==> config.mk <==
export PLATFORM = sky130hd
export DESIGN_NAME = pipe_skid_reg
export DESIGN_NICKNAME = d
export VERILOG_FILES = /design/src/rtl/pipe_pkg.sv /design/src/rtl/pipe_sat_counter.sv /design/src/rtl/pipe_skid_reg.sv
export SDC_FILE = /design/constraint.sdc
export NUM_CORES = 1
export LEC_CHECK = 0
export ABC_CLOCK_PERIOD_IN_PS = 7810
export BUFFER_PORTS_ARGS = -buffer_cell sky130_fd_sc_hd__buf_4
export CORE_MARGIN = 1.5
export CORE_UTILIZATION = 55
export CTS_CLUSTER_DIAMETER = 40
export DETAILED_ROUTE_END_ITERATION = 6
export PLACE_DENSITY = 0.81
export SETUP_SLACK_MARGIN = 0.2
export SLEW_MARGIN = 20
export SYNTH_ARGS = -nofsm -noshare
export SYNTH_HDL_FRONTEND = slang
export SYNTH_SLANG_ARGS = --single-unit
==> constraint.sdc <==
create_clock -name clk -period 7.81 [get_ports clk]
set_input_delay 1.562 -clock clk [delete_from_list [all_inputs] [get_ports clk]]
set_output_delay 1.562 -clock clk [all_outputs]
set_load 0.1 [all_outputs]
==> src/rtl/pipe_pkg.sv <==
// ---------------------------------------------------------------------------
// pipe_pkg
//   Types and constants shared by all elastic pipeline stage registers.
//   pipe_state_t : fill state of a two-entry skid stage.
//   PIPE_OCC_W   : width of the occupancy count (0..2 entries).
// ---------------------------------------------------------------------------
package pipe_pkg;

    localparam int PIPE_OCC_W = 2;

    typedef enum logic [1:0] {
        EMPTY = 2'd0,
        ONE   = 2'd1,
        FULL  = 2'd2
    } pipe_state_t;

endpackage : pipe_pkg

==> src/rtl/pipe_sat_counter.sv <==
// ---------------------------------------------------------------------------
// pipe_sat_counter
//   Up-counter that sticks at all-ones instead of wrapping.
//   Ports:
//     clk    in   clock, rising edge
//     reset  in   asynchronous, active-low; clears count
//     inc    in   count this cycle
//     count  out  CNT_W-bit saturating count (registered)
// ---------------------------------------------------------------------------
module pipe_sat_counter #(
    parameter int CNT_W = 16
) (
    input  logic             clk,
    input  logic             reset,
    input  logic             inc,
    output logic [CNT_W-1:0] count
);

    logic [CNT_W-1:0] count_q;
    logic [CNT_W-1:0] count_d;

    always_comb begin
        count_d = count_q;
        if (inc && (count_q != {CNT_W{1'b1}})) begin
            count_d = count_q + 1'b1;
        end
    end

    always_ff @(posedge clk or negedge reset) begin
        if (!reset) begin
            count_q <= '0;
        end else begin
            count_q <= count_d;
        end
    end

    assign count = count_q;

endmodule : pipe_sat_counter

==> src/rtl/pipe_skid_reg.sv <==
// ---------------------------------------------------------------------------
// pipe_skid_reg
//   Two-entry elastic pipeline register with valid/ready on both sides.
//   A downstream stall never drops or duplicates a word; flush kills both
//   entries synchronously. One instance per CPU pipeline boundary.
//   Optional feature: define PIPE_SKID_PERF_EN to add the CNT_W parameter,
//   the stall_cnt port and its saturating counter.
//   Ports:
//     clk        in   clock, rising edge
//     reset      in   asynchronous, active-low
//     flush      in   synchronous kill of both entries
//     in_valid   in   upstream has data
//     in_ready   out  stage can accept (registered)
//     in_data    in   WIDTH upstream payload
//     out_valid  out  out_data valid (registered)
//     out_ready  in   downstream accepts
//     out_data   out  WIDTH payload of oldest entry (registered)
//     occupancy  out  entries held 0..2 (registered)
//     stall_cnt  out  CNT_W cycles with out_valid && !out_ready (macro only)
// ---------------------------------------------------------------------------
module pipe_skid_reg
    import pipe_pkg::*;
#(
    parameter int               WIDTH     = 32,
    parameter logic [WIDTH-1:0] RESET_VAL = '0
`ifdef PIPE_SKID_PERF_EN
    ,
    parameter int               CNT_W     = 16
`endif
) (
    input  logic                  clk,
    input  logic                  reset,
    input  logic                  flush,
    input  logic                  in_valid,
    output logic                  in_ready,
    input  logic [WIDTH-1:0]      in_data,
    output logic                  out_valid,
    input  logic                  out_ready,
    output logic [WIDTH-1:0]      out_data,
    output logic [PIPE_OCC_W-1:0] occupancy
`ifdef PIPE_SKID_PERF_EN
    ,
    output logic [CNT_W-1:0]      stall_cnt
`endif
);

    pipe_state_t           state_q, state_d;
    logic [WIDTH-1:0]      main_q, main_d;
    logic [WIDTH-1:0]      skid_q, skid_d;
    logic                  out_valid_q, out_valid_d;
    logic                  in_ready_q, in_ready_d;
    logic [PIPE_OCC_W-1:0] occ_q, occ_d;

    logic push;
    logic pop;

    // Handshakes use only registered in_ready/out_valid, so out_ready never
    // reaches in_ready combinationally.
    assign push = in_valid && in_ready_q;
    assign pop  = out_valid_q && out_ready;

    always_comb begin
        state_d = state_q;
        main_d  = main_q;
        skid_d  = skid_q;

        unique case (state_q)
            EMPTY: begin
                if (push) begin
                    state_d = ONE;
                    main_d  = in_data;
                end
            end
            ONE: begin
                if (push && !pop) begin
                    state_d = FULL;
                    skid_d  = in_data;
                end else if (push && pop) begin
                    main_d  = in_data;
                end else if (pop) begin
                    state_d = EMPTY;
                end
            end
            FULL: begin
                // in_ready is low here, so only a pop can happen.
                if (pop) begin
                    state_d = ONE;
                    main_d  = skid_q;
                end
            end
            default: begin
                state_d = EMPTY;
            end
        endcase

        // Flush wins over any push/pop; data flops may keep stale words.
        if (flush) begin
            state_d = EMPTY;
        end

        // Status outputs are precomputed from next state so they leave flops.
        out_valid_d = (state_d != EMPTY);
        in_ready_d  = (state_d != FULL);
        occ_d       = state_d;
    end

    always_ff @(posedge clk or negedge reset) begin
        if (!reset) begin
            state_q     <= EMPTY;
            main_q      <= RESET_VAL;
            out_valid_q <= 1'b0;
            in_ready_q  <= 1'b1;
            occ_q       <= '0;
        end else begin
            state_q     <= state_d;
            main_q      <= main_d;
            out_valid_q <= out_valid_d;
            in_ready_q  <= in_ready_d;
            occ_q       <= occ_d;
        end
    end

    // Skid entry is only read while FULL, so it needs no reset.
    always_ff @(posedge clk) begin
        skid_q <= skid_d;
    end

    assign in_ready  = in_ready_q;
    assign out_valid = out_valid_q;
    assign out_data  = main_q;
    assign occupancy = occ_q;

`ifdef PIPE_SKID_PERF_EN
    pipe_sat_counter #(
        .CNT_W (CNT_W)
    ) u_stall_cnt (
        .clk   (clk),
        .reset (reset),
        .inc   (out_valid_q && !out_ready),
        .count (stall_cnt)
    );
`endif

endmodule : pipe_skid_reg
; ---- Yosys cells after proc, flatten, opt, wreduce, memory -nomap -nowiden
; Cells that the tools add are included.
[op_classes]
reduce_logical = 10
n_eq_ne = 7
mux = 12
[op_table]
columns = op, n
row1 = $mux 32, 4
row2 = $pmux 32 s3, 1
row3 = $mux 2, 6
row4 = $ne 2x2->1 const B, 5
row5 = $pmux 2 s3, 1
row6 = $reduce_and 5->1, 1
row7 = $logic_and 1x1->1, 4
row8 = $reduce_bool 3->1, 1
row9 = $eq 2x1->1 const B, 1
row10 = $eq 2x2->1 const B, 1
row11 = $logic_not 2->1, 1
row12 = $reduce_and 2->1, 1
row13 = $reduce_bool 2->1, 1
row14 = $logic_not 1->1, 1
[word_totals]
regBits = 68

; ---- Longest topological paths before layout
[logic_depth]
word_depth = 7
mapped_depth = 5
mapped_depth_nobuf = 3

; ---- Worst setup path after synthesis
; OpenSTA, ideal clock, no wires.
[synth_path]
path_kind = input-to-reg
start = input port out_ready
end = register skid_q[0], enable pin
path_buffers = 0
path_stages = 2
path_slack_ps = 3348
t_arrival_ps = 4001
required_ps = 7349
path_cell_list = a21bo_2 nor3_1
[synth_between]
elab_chain_cells = 4
[synth_lines]
columns = element, line_no
row1 = from (decl), pipe_skid_reg.sv:38  ; input logic out_ready,
row2 = $logic_and 1x1->1, pipe_skid_reg.sv:60  ; assign pop = out_valid_q && out_ready;
row3 = $logic_not 1->1, pipe_skid_reg.sv:75  ; if (push && !pop) begin
row4 = $logic_and 1x1->1, pipe_skid_reg.sv:75
row5 = $reduce_and 2->1 (no line), n/a
row6 = to (signal assigned), pipe_skid_reg.sv:125  ; skid_q <= skid_d;
row7 = to (decl), pipe_skid_reg.sv:49  ; logic [WIDTH-1:0] skid_q, skid_d;
; No other way between the ends.
; A chain may end at the register's enable or synchronous reset.

; ---- Worst setup path in the final report
[layout_path]
start = input port in_valid
end = register main_q[27] (netlist: out_data[27])
[layout_between]
elab_chain_cells = 4
[layout_lines]
columns = element, line_no
row1 = from (decl), pipe_skid_reg.sv:34  ; input logic in_valid,
row2 = $logic_and 1x1->1 (*), pipe_skid_reg.sv:59  ; assign push = in_valid && in_ready_q;
row3 = $logic_and 1x1->1 (on tied branches), "pipe_skid_reg.sv:78, pipe_skid_reg.sv:75"
row4 = $ne 2x2->1 (no line), n/a
row5 = $reduce_and 5->1 (no line) (*), n/a
row6 = to (signal assigned), pipe_skid_reg.sv:116  ; main_q <= main_d;
row7 = to (decl), pipe_skid_reg.sv:48  ; logic [WIDTH-1:0] main_q, main_d;
; Every way passes the cells marked *; elsewhere a longest branch is shown, timed or not.

==> run_results.csv <==
group,metric,value,unit
cells_and_area,layout-drive-gt1-share,0.663,
sta,rsz0062_at_grt,"no",
cells_and_area,area_delta_synth_final,25.0,%
routing,wl_per_cell,17.7,um
routing,vias,1638,
critical_path,critPathRequiredTime,8040,ps
sta,period_share,0.419,
placed_design,place.gp.congestion,0.780,
logic_synthesis,synth_top_area_frac,0.319,
clock_tree,cts_max_level,3,
critical_path,cp_max_fo,19,
sta,fin_skew,7.64,ps
clock_tree,cts_tree,"built",
floorplanning,fp.dieW,77.0,um
sta,fmax,306,MHz
critical_path,timing.rr.start,"in_ready$_DFF_PN1_",
cells_and_area,layout.nets,272,
clock_tree,path_clk_slew,70,ps
logic_synthesis,syn_area,3010,um^2
power_and_ir_drop,ir_drop,228,uV
logic_synthesis,ys_types,23,
power_and_ir_drop,powerDensity,359,nW/um^2
sta,final-max-slew-violation-count,0,
clock_tree,hold_buffers,0,
critical_path,end_kind,"register",
outcome,status,"finished clean",
sta,period_needed,3270,ps
sta,setup_viol,0,
cells_and_area,num-fill-cells,349,
placed_design,dp_hpwl,3650,um
critical_path,rrSetupSlack,5290,ps
routing,viasPerCell,5.28,
floorplanning,die_area,5920,um^2
logic_synthesis,synth_area_leader_cell,"edfxtp_1",
global_route,grt_pass1_wl,8830,um
cells_and_area,seqCellArea,1860,um^2
placed_design,io_buffers,72,
logic_synthesis,synth-seq-area-share,0.619,
critical_path,start_kind,"input pin",
hold_path,holdCritPathClass,"register to register",
logic_synthesis,ys_top_cells_by_count,"mux2_4 (48), dfrtp_1 (35), edfxtp_1 (32), mux2_2 (16), buf_6 (4)",
global_route,grt_antenna_before_repair,0,
logic_synthesis,synthFlopType,"dfrtp_1",
floorplanning,pin_count,73,
clock_tree,post_cts_resize_count,0,
logic_synthesis,synth_most_common_cell,"mux2_4",
critical_path,arrival,3500,ps
clock_tree,cts_root_buffer,"clkbuf_8",
global_route,grt_max_degree,37,
job,cap_violations,0,
routing,first_pass_iters,4,
cells_and_area,diodes,0,
hold_path,hp-start,"out_data[26]$_DFFE_PN0P_",
logic_synthesis,syn_area_per_cell,19.3,um^2
routing,drc_errors,0,
logic_synthesis,yosysWarningCount,0,
critical_path,crit_type,"input pin to register",
logic_synthesis,syn_inst,156,
routing,drt_wl_total,5490,um
sta,final-hold-violation-count,0,
sta,slew_headroom,0.350,
logic_synthesis,ys_ff_latch,68,
global_route,grt_overflow,0,
clock_tree,cts_buffer_depth,2,
hold_path,hold_depth,1,
global_route,grt_usage,0.200,
clock_tree,cts_setup_buffers,0,
floorplanning,core-area,5200,um^2
global_route,grt_pass1_vias,1752,
logic_synthesis,ys_top_cells_by_area,"edfxtp_1 (32%), dfrtp_1 (29%), mux2_4 (24%)",
sta,whs,512,ps
routing,final_antenna_net_count,0,
sta,worst_pin_slew,974,ps
critical_path,timing.rr.end,"out_data[27]$_DFFE_PN0P_",
routing,drt_iter0_markers,73,
clock_tree,clock_sinks,68,
floorplanning,fp-row-count,26,
cells_and_area,multi_input_area,1060,um^2
floorplanning,initial_core_util,0.578,
logic_synthesis,synth-edff-count,32,
critical_path,reg2reg_depth,4,
hold_path,min_to,"out_data[26]$_DFFE_PN0P_",
sta,setup_tns,0,ps
logic_synthesis,synthArstFlopShare,0.529,
power_and_ir_drop,p_leak,0.00164,uW
floorplanning,dieHeight,77.0,um
clock_tree,cts_buffers,9,
clock_tree,clock_latency,340,ps
logic_synthesis,mappedNetlistNets,193,
-- power by group --
group          internal (uW)  switching, uW  total (uW)  leakage, uW
combinational            170            451         621     0.000836
sequential               437           39.9         477     0.000716
clock                    132            121         253    0.0000905
-- sequential cells by signal, summed over array words and instances, names as in the netlist --
signal	flops
skid_q	32
in_ready	1
occupancy	2
out_data	32
out_valid	1
-- how the worst max path moves through the flow --
stage / start / end / slack, ps / cells after the start
3_3_place_gp: in_valid / out_data[27]$_DFFE_PN0P_ / 4260 / 5
2_1_floorplan: out_ready / skid_q[0]$_DFFE_PP_ / 3350 / 2
5_1_grt: in_valid / out_data[28]$_DFFE_PN0P_ / 4470 / 5
6_report: in_valid / out_data[27]$_DFFE_PN0P_ / 4540 / 5
3_5_place_dp: in_valid / out_data[27]$_DFFE_PN0P_ / 4180 / 5
4_1_cts: in_valid / out_data[27]$_DFFE_PN0P_ / 4560 / 5
-- worst max-delay path: stages --
cell     delay, ps
buf_4           90
nand2_1        140
o32ai_4        820
buf_4          480
mux2_2         380
-- cell families after synthesis --
kind of cell,count (synthesis),synth area share
compound gates,7,0.0283
simple gates,9,0.0216
buf+inv,8,0.0312
mux,64,0.299
flops,68,0.619
-- layout by cell type (no fill, tap or decap) --
master    Yosys  routed
a21bo_2       1       1
a21boi_4      1       1
a21o_2        1       1
a21oi_1       1       1
a221o_1       1       1
and4b_1       1       1
buf_12        0       1
buf_4         0      74
clkbuf_1      0       3
clkbuf_8      0      11
clkinv_2      0       2
dfrtp_1      35      35
dfstp_2       1       1
edfxtp_1     32      32
inv_1         1       1
mux2_2       16      16
mux2_4       48      48
nand2_1       2       2
nand2b_1      1       1
nand3b_1      1       1
nand4_1       1       1
nand4b_1      1       1
nor2b_4       1       1
nor3_2        0       1
o21ai_0       1       1
o32ai_4       1       1
-- routing by layer --
layer	global-route usage	up-vias	wire length, um
li1	-	737	-
met1	0.250	841	2440
met2	0.312	52	2650
met3	0.0845	8	322
met4	0.0685	0	76
met5	0	-	0
-- through the flow --
stage	cells	utilization	worst slack (ps)	total power (uW)	area [um^2]
2_1_floorplan	156	-	3350	977	3010
3_3_place_gp	293	0.685	4260	1100	3570
3_5_place_dp	293	0.685	4180	1100	3570
4_1_cts	309	0.718	4560	1360	3740
5_1_grt	310	0.722	4470	1400	3760
6_report	310	0.722	4540	1350	3760
-- layout make-up --
| class | count | area share |
|---|---|---|
| multi-input cells | 80 | 0.281 |
| repair buffers | 75 | 0.153 |
| flip-flops and latches | 68 | 0.496 |
| clock inverters | 2 | 0.00266 |
| clock buffers | 14 | 0.0433 |
| well taps | 70 | 0.0233 |
| inverters | 1 | 0.000999 |
(Power assumes the default switching activity.)
